### src/rtl/layer4_pkg.sv
// layer4_pkg: shared state encoding and default sizing for the layer-4 flatten buffer
package layer4_pkg;
    typedef enum logic [1:0] {IDLE = 2'd0, FILL = 2'd1, DRAIN = 2'd2} state_t;
    localparam int BITS        = 16;
    localparam int BITS_SHIFT  = 4;
    localparam int CHANNEL_NUM = 16;
    localparam int POSITIONS   = 16;
    localparam int FRAME_WORDS = CHANNEL_NUM * POSITIONS;
endpackage

### src/rtl/layer4_flatten_buffer_store.sv
// flatten_store: frame buffer, one row of all channel lanes per pooled position
//   clk_in  : write clock
//   i_we    : write enable, i_waddr/i_wdata : row index and full row of lanes
//   i_rd_p  : row (position) to read, i_rd_c : lane (channel) within that row
//   o_rdata : selected lane, combinational read
module flatten_store
    import layer4_pkg::*;
#(
    parameter int bits        = BITS,
    parameter int bits_shift  = BITS_SHIFT,
    parameter int channel_num = CHANNEL_NUM,
    parameter int positions   = POSITIONS,
    parameter int WPW         = (positions > 1) ? $clog2(positions) : 1,
    parameter int CW          = (channel_num > 1) ? $clog2(channel_num) : 1
) (
    input  logic                                clk_in,
    input  logic                                i_we,
    input  logic [WPW-1:0]                      i_waddr,
    input  logic [(channel_num<<bits_shift)-1:0] i_wdata,
    input  logic [WPW-1:0]                      i_rd_p,
    input  logic [CW-1:0]                       i_rd_c,
    output logic [bits-1:0]                     o_rdata
);
    logic [(channel_num<<bits_shift)-1:0] r_mem [positions];
    always_ff @(posedge clk_in)
        if (i_we) r_mem[i_waddr] <= i_wdata;
    assign o_rdata = r_mem[i_rd_p][(int'(i_rd_c) << bits_shift) +: bits];
endmodule

### src/rtl/layer4_flatten_buffer.sv
// layer4_flatten_buffer: captures one pooled frame, then streams it channel-major with valid/ready
//   clk_in, rst (async, active-high)
//   data_in/in_valid : one position of all channel lanes per strobe; start : frame start
//   data_out/out_valid/out_ready/out_last : serialised output handshake
//   done : one-cycle pulse after the last word is accepted; overflow : sticky write-in-DRAIN flag
//   LAYER4_FLATTEN_RELU_EN : when defined, negative output words are clamped to zero
module layer4_flatten_buffer
    import layer4_pkg::*;
#(
    parameter int bits        = BITS,
    parameter int bits_shift  = BITS_SHIFT,
    parameter int channel_num = CHANNEL_NUM,
    parameter int positions   = POSITIONS
) (
    input  logic                                clk_in,
    input  logic                                rst,
    input  logic [(channel_num<<bits_shift)-1:0] data_in,
    input  logic                                in_valid,
    input  logic                                start,
    output logic [bits-1:0]                     data_out,
    output logic                                out_valid,
    input  logic                                out_ready,
    output logic                                out_last,
    output logic                                done,
    output logic                                overflow
);
    localparam int FRAME = channel_num * positions;
    localparam int RPW   = (FRAME > 1) ? $clog2(FRAME) : 1;
    localparam int WPW   = (positions > 1) ? $clog2(positions) : 1;
    localparam int CW    = (channel_num > 1) ? $clog2(channel_num) : 1;
    state_t           r_state, w_next;
    logic [WPW-1:0]   r_wp, w_waddr, w_rd_p;
    logic [RPW-1:0]   r_rp;
    logic [CW-1:0]    w_rd_c;
    logic             r_issued;
    logic             w_we, w_last_fill, w_accept, w_load, w_rp_end;
    logic [bits-1:0]  w_lane, w_word;
    // start in FILL wins over a same-cycle in_valid and redirects that write to row 0
    assign w_waddr     = (r_state == FILL && start) ? '0 : r_wp;
    assign w_we        = r_state == FILL && in_valid;
    assign w_last_fill = w_we && w_waddr == WPW'(positions - 1);
    assign w_accept    = out_valid && out_ready;
    // r_issued marks that the final word has already been loaded, so nothing more is fetched
    assign w_load      = r_state == DRAIN && !r_issued && (!out_valid || out_ready);
    assign w_rp_end    = r_rp == RPW'(FRAME - 1);
    assign w_rd_p      = WPW'(r_rp % positions);
    assign w_rd_c      = CW'(r_rp / positions);
`ifdef LAYER4_FLATTEN_RELU_EN
    assign w_word = w_lane[bits-1] ? '0 : w_lane;
`else
    assign w_word = w_lane;
`endif
    flatten_store #(
        .bits(bits), .bits_shift(bits_shift), .channel_num(channel_num),
        .positions(positions), .WPW(WPW), .CW(CW)
    ) u_store (
        .clk_in(clk_in), .i_we(w_we), .i_waddr(w_waddr), .i_wdata(data_in),
        .i_rd_p(w_rd_p), .i_rd_c(w_rd_c), .o_rdata(w_lane)
    );
    always_comb begin
        w_next = r_state;
        w_next = (r_state == IDLE && start)                   ? FILL  :
                 w_last_fill                                  ? DRAIN :
                 (r_state == DRAIN && w_accept && out_last)   ? IDLE  : r_state;
    end
    always_ff @(posedge clk_in or posedge rst)
        if (rst) r_state <= IDLE;
        else     r_state <= w_next;
    always_ff @(posedge clk_in or posedge rst) begin
        if (rst) begin
            r_wp      <= '0;
            r_rp      <= '0;
            r_issued  <= 1'b0;
            data_out  <= '0;
            out_valid <= 1'b0;
            out_last  <= 1'b0;
            done      <= 1'b0;
            overflow  <= 1'b0;
        end else begin
            done <= r_state == DRAIN && w_accept && out_last;
            if (r_state == IDLE && start) begin
                r_wp     <= '0;
                overflow <= 1'b0;
            end
            if (w_we) r_wp <= w_last_fill ? '0 : w_waddr + 1'b1;
            else if (r_state == FILL && start) r_wp <= '0;
            if (w_last_fill) begin
                r_rp     <= '0;
                r_issued <= 1'b0;
            end
            if (r_state == DRAIN && in_valid) overflow <= 1'b1;
            if (w_load) begin
                data_out  <= w_word;
                out_valid <= 1'b1;
                out_last  <= w_rp_end;
                r_issued  <= w_rp_end;
                r_rp      <= w_rp_end ? r_rp : r_rp + 1'b1;
            end else if (w_accept) begin
                out_valid <= 1'b0;
                out_last  <= 1'b0;
            end
        end
    end
endmodule

### config.mk
export PLATFORM = sky130hd
export DESIGN_NAME = layer4_flatten_buffer
export DESIGN_NICKNAME = d
export VERILOG_FILES = /design/src/rtl/layer4_pkg.sv /design/src/rtl/layer4_flatten_buffer_store.sv /design/src/rtl/layer4_flatten_buffer.sv
export SDC_FILE = /design/constraint.sdc
export NUM_CORES = 2
export LEC_CHECK = 0
export ABC_AREA = 0
export CAP_MARGIN = 10
export CORE_UTILIZATION = 40
export CTS_CLUSTER_SIZE = 16
export DETAILED_ROUTE_END_ITERATION = 8
export GPL_TIMING_DRIVEN = 0
export PLACE_DENSITY = 0.58
export SYNTH_ARGS = -nofsm -noshare
export SYNTH_HDL_FRONTEND = slang
export SYNTH_SLANG_ARGS = --single-unit
### constraint.sdc
create_clock -name clk_in -period 19.3 [get_ports clk_in]
set_clock_uncertainty 0.1 [all_clocks]
set_input_delay 3.86 -clock clk_in [delete_from_list [all_inputs] [get_ports clk_in]]
set_output_delay 3.86 -clock clk_in [all_outputs]
set_load 0.05 [all_outputs]
Word-level counts from Yosys, hierarchy flattened
Memory sizes are Yosys's and may differ from the RTL's.
Index checks and enable logic that the tools add are counted.
{ "op_classes": {"mux": 20, "n_addsub": 2, "n_eq_ne": 5, "shifts": 1, "reduce_logical": 20} }
{ "ops": {"columns": ["op", "n"], "rows": [
  ["variable part select 256 x 9 -> 16 bit", 1],
  ["two-way mux 8 bit", 3],
  ["two-way mux 4 bit", 5],
  ["logical AND 1 bit", 10],
  ["two-way mux 1 bit", 9],
  ["adder 8 x 1 -> 8 bit (second input constant)", 1],
  ["equality test 8 bit (second input constant)", 1],
  ["two-way mux 2 bit", 3],
  ["nonzero test 2 bit", 3],
  ["nonzero test 3 bit", 2],
  ["adder 4 x 1 -> 4 bit (second input constant)", 1],
  ["equality test 4 bit (second input constant)", 1],
  ["equality test 2 x 1 -> 1 bit (second input constant)", 1],
  ["equality test 2 bit (second input constant)", 1],
  ["zero test 1 bit", 2],
  ["zero test 2 bit", 1],
  ["!= test 2 bit (second input constant)", 1],
  ["AND reduction 2 bit", 1],
  ["logical OR 1 bit", 1]
]} }
{ "word_totals": {"inputBits": 261, "ram_bits": 4096, "n_memories": 1, "ff_bits": 35, "out_inout_bits": 20} }
{ "mem_list": {"columns": ["memory", "depth", "width", "rd", "rd_ports_with_merged_regs", "write_ports", "line_no", "rtl"], "rows": [
  ["u_store.r_mem", 16, 256, 1, 0, 1, "layer4_flatten_buffer_store.sv:24", "logic [(channel_num<<bits_shift)-1:0] r_mem [positions];"]
]} }

Longest topological paths before layout
{ "logic_depth": {"ltp_word": 7, "mapped_depth": 14, "depth_no_buf": 8} }

Modules after synthesis
Synthesis repeated with hierarchy kept, for this count alone.
{ "unflattened": {"hier_cells": 7174, "hier_area_um2": 158839.8} }
{ "by_module_without_submodules": {"columns": ["module", "cells_each", "n_inst", "area_per_inst_um2"], "rows": [
  ["flatten_store", 7033, 1, 157219.5],
  ["layer4_flatten_buffer", 141, 1, 1620.3]
]} }

Worst setup path after synthesis
OpenSTA, ideal clock, no wires.
{ "synth_path": {"path_kind": "input-to-reg", "start": "input start", "end": "memory u_store.r_mem[6][0] (netlist bit) (enable)", "path_slack_ns": 3.273, "stages": 4, "t_arrival_ns": 15.049, "required_time_ns": 18.321, "setup_time_ns": 0.879, "path_cell_list": "clkbuf_1 > nor3_1 > nand3b_1 > nor2_1"} }
{ "synth_between": {"elab_chain_len": 2} }
{ "synth_rtl": {"columns": ["item", "line_no", "rtl"], "rows": [
  ["from (decl)", "layer4_flatten_buffer.sv:19", "input logic start,"],
  ["logical AND 1 bit", "layer4_flatten_buffer.sv:39", "assign w_waddr = (r_state == FILL && start) ? '0 : r_wp;"],
  ["two-way mux 4 bit", "layer4_flatten_buffer.sv:39", null],
  ["to (decl)", "layer4_flatten_buffer_store.sv:24", null]
]} }
Every way passes these cells.

Worst setup path after layout
{ "layout_path": {"start": "input in_valid", "end": "memory u_store.r_mem[3][64] (netlist bit) (enable)"} }
{ "layout_between": {"elab_chain_len": 3} }
{ "layout_rtl": {"columns": ["item", "line_no", "rtl"], "rows": [
  ["from (decl)", "layer4_flatten_buffer.sv:18", "input logic in_valid,"],
  ["logical AND 1 bit", "layer4_flatten_buffer.sv:40", "assign w_we = r_state == FILL && in_valid;"],
  ["two-way mux 1 bit", "layer4_flatten_buffer_store.sv:26", "if (i_we) r_mem[i_waddr] <= i_wdata;"],
  ["two-way mux 1 bit (not written as such)", "layer4_flatten_buffer_store.sv:26", null]
]} }
Every way passes these cells.

==> results.md <==
- For this run, the slowest stage of the critical path takes 0.62 ns.
- The worst slew margin relative to its limit is -0.100.
- The number of placed instances, taps included, is 12,962.
- The initial utilization of the core area, before any placement, comes to 0.402.
- The area of the core is 393,000 um^2.
- The worst-case IR drop observed on VDD is 0.0740 mV.
- The signal on the critical path passes through clkdlybuf4s50_1 > and3_1 > o2111ai_1 > nor2_4 > buf_12 > buf_12 > buf_12 > buf_12 > buf_12 > buf_16 > buf_12.
- The clock drives 4,131 sinks.
- Summed over all failing endpoints, the final setup total negative slack is 0 ns.
- The number of instances in the synthesized netlist is 7,175.
- TritonCTS built the clock tree.
- Dividing total power by cell area gives a power density of 98.6 nW/um^2.
- In this run the post-CTS setup repair buffer count came out at 0.
- The total routing resource utilization after global routing is 0.319.
- The final-layout worst hold slack is 0.375 ns.
- The maximum achievable frequency is 146 MHz.
- The max-slew violation count is 4.
- Of the total power, the share spent switching nets is 0.209.
- The register bit count reported by yosys is 4,131.
- Dividing the synthesized area by the synthesized cell count gives 22.0 um^2.
- CTS placed an instance of clkbuf_16 at the clock tree root.
- The share of synthesized area in the top cell type comes to 0.779.
- The pin count of the biggest net entering global routing is 77.
- The final setup violation count is 0.
- The number of max-cap violations is 2.
- STA classifies the critical path endpoint as a flip-flop.
- The flow ran to the end, but the final reports show violations.
- The number of global-route vias before repair is 84,255.
- For this run, the leading register cell type out of synthesis is edfxtp_1.
- The detailed router finished its first iteration with 18,429 violations.
- The die is 630 um tall.
- The number of vias per cell after detailed routing is 6.62.
- The first detailed-routing pass ran for 8 iterations.
- The share of total power dissipated in combinational logic is 0.022.
- The kind of critical path is input port to flip-flop.
- Leaving out fill and tap cells, the most frequent cell in the layout is edfxtp_1.
- The average routed wire per standard cell is 46.7 um.
- The worst endpoint required time is 19.89 ns.
- After detailed routing, the number of remaining DRC violations is 0.
- In the layout the commonest cells are edfxtp_1, mux4_2, mux2i_1, clkbuf_16, clkdlybuf4s50_1.
- The count of distinct cell types in the synthesized netlist is 69.
- The width of the die is 630 um.
- The global-route wire length before repair is 826,000 um.
- The portion of the post-synthesis area used by sequential elements is 0.784.
- The area growth from synthesis to layout is 18.4%.
- The clock passes through at most 4 buffers.
- The net switching power is 3860 uW.
- The share of the clock period used by the worst path is 0.355.
- In the final layout, the share of cells above drive strength 1 is 0.248.
- The routed design has 646,000 um of wire.
- STA puts the critical path data arrival time at 7.45 ns.
- For this run, the share of the core covered by cells in the final layout is 0.476.
- In this run the cell area of the synthesized design comes to 158,000 um^2.
- The most frequent cell on the critical path is buf_12.
- The number of I/O pins is 281.
- The total count of hold-check failures in the final report came to 0.
- The net count after synthesis is 7,437.
- The count of input and output buffers is 279.
- After synthesis, the share of flip-flops with an asynchronous set or reset is 0.00847.
- The detailed router placed 91,584 vias in this run.
- The slowest stage of the critical path is the nor2_4 cell.
- The count of nets after finishing is 8,431.
- The remaining antenna violation count after routing is 0.
- The number of rows created at floorplan is 230.
- Setup slack on the worst reg-to-reg path comes out at 12.93 ns.
- For the pin with the worst max-slew slack, the measured transition is 1.63 ns.
- The floorplan die area is 397,000 um^2.
- The clock period minus final worst setup slack is 6.86 ns.
- In the post-synthesis netlist, the biggest area contributors are edfxtp_1, mux4_2, mux2i_1.
- The final reports fail on max-capacitance violations, max-slew violations.
- In this run the worst hold path is classified as flip-flop to flip-flop.
- The clock buffer count from CTS is 417.
- The count of cells resized by post-cts repair is 0.
- Setup repair after global routing left no endpoint under its margin.
- The total overflow reported by the global router is 0.
- The launching element type of the critical path is an input port.
- The share of total power dissipated in sequential elements is 0.543.
- The clock transition at the register clock pins on the worst setup and hold paths after CTS is 0.06 ns.
- The clock reaches the later pin of the worst-skew pair after 1.00 ns.
- The number of synthesis warnings is 0.
- The fraction of power consumed by the clock network is 0.435.
- After clock tree synthesis, the flow added hold-fix buffers numbering 0.
- The number of antenna violations at the first check in global routing is 186.
- The instance area at placement is 173,000 um^2.
- Counting the fill cells in the layout gives 31,937.
- The post-route standard cell area excluding fillers is 187,000 um^2.
- The internal cell power is 14,600 uW.
- Once detailed placement completed, the half-perimeter wirelength came to 433,000 um.
- The number of flops mapped to enable cells by yosys is 4,096.
- The cell type with the largest total area after synthesis is edfxtp_1.
- In this run the worst path has a maximum fanout of 19.
- The final non-filler cell total is 13,842.
- The H-tree depth is 5.
- The analysis attributes to cell leakage a power of 0.0567 uW.
- At the end of routability-driven placement, the weighted congestion stood at 0.958.
==> synth_stat cells, types with 26 or more instances <==
master and number:
a31oi_1 40, a221oi_1 97, o221ai_1 34, nor2b_1 26
buf_6 70, mux2i_1 486, a211oi_1 68, nand2_1 168
nor2_1 96, a21oi_1 182, clkbuf_1 148, a22oi_1 149
buf_2 121, buf_4 46, o21ai_0 110, edfxtp_1 4096
o22ai_1 68, dfrtp_1 35, mux4_2 829, nand3_1 53
==> final timing paths <==
path / cells past startpoint / start / to
setup reg to reg: 9 / r_rp[2] / data_out[9]
hold / removal: 2 / r_issued / r_issued
min in group asynchronous: 2 / rst / data_out[12]
hold reg to reg: 2 / r_issued / r_issued
setup / recovery: 11 / in_valid / u_store.r_mem[3][64]
max in group asynchronous: 2 / rst / data_out[2]
==> flip-flops by register name, summed over array words and instances (netlist names) <==
register       cells
done               1
overflow           1
data_out          16
out_valid          1
out_last           1
r_state            2
u_store.r_mem   4096
r_issued           1
r_rp               8
r_wp               4
==> through the flow <==
step	power, uW	setup slack [ns]
2_1_floorplan	10400	3.27
3_3_place_gp	10700	-14.52
3_5_place_dp	10600	11.41
4_1_cts	18400	12.43
5_1_grt	18800	12.45
6_report	18400	12.44
==> kinds of logic (layout without fill, tap and decap cells) <==
kind of cell | count (synthesis) | count (layout) | synth area share
DFF | 4131 | 4131 | 0.784
muxes | 1330 | 1330 | 0.150
buffers and inverters | 419 | 1768 | 0.0157
other | 0 | 98 | 0
xor gates and xnor gates | 6 | 6 | 0.000333
AOI/OAI and AO/OA | 846 | 846 | 0.0365
and+or+nand+nor | 442 | 442 | 0.0128
adders and majority gates | 1 | 1 | 0.0000792
==> worst max-delay path: cells and delay by family <==
| family | cells | cell delay [ns] |
|---|---|---|
| buffers and inverters | 8 | 2.12 |
| AOI/OAI and AO/OA | 1 | 0.41 |
| and+or+nand+nor | 2 | 0.88 |
==> per-layer routing <==
metal	vias to the layer above	GRT usage	routed length (um)
met1	48435	0.405	221000
met4	90	0.203	48700
met5	-	0	886
met2	8465	0.461	279000
li1	32706	-	-
met3	1888	0.119	96700
==> area by class of cell <==
type | instances | area (um^2) | share of cell area
Buffer | 408 | 2570 | 0.0137
Antenna cell | 98 | 245 | 0.00131
Timing Repair Buffer | 575 | 8730 | 0.0467
Clock buffer | 511 | 10900 | 0.0582
Tap cell | 5220 | 6530 | 0.0349
Inverter | 11 | 51.3 | 0.000274
Sequential cell | 4131 | 124000 | 0.662
Multi-Input combinational cell | 2625 | 31800 | 0.170
Clock inverter | 263 | 2380 | 0.0127
==> power groups by stage <==
| stage | Combinational, uW | Sequential, uW | Clock, uW |
|---|---|---|---|
| floorplan | 103 | 10200 | 0 |
| global placement | 336 | 10300 | 0 |
| detailed placement | 400 | 10200 | 0 |
| CTS | 401 | 10000 | 8020 |
| global route | 423 | 10000 | 8320 |
| finish | 412 | 10000 | 8020 |
No activity file was read; power rests on OpenSTA's default activity.
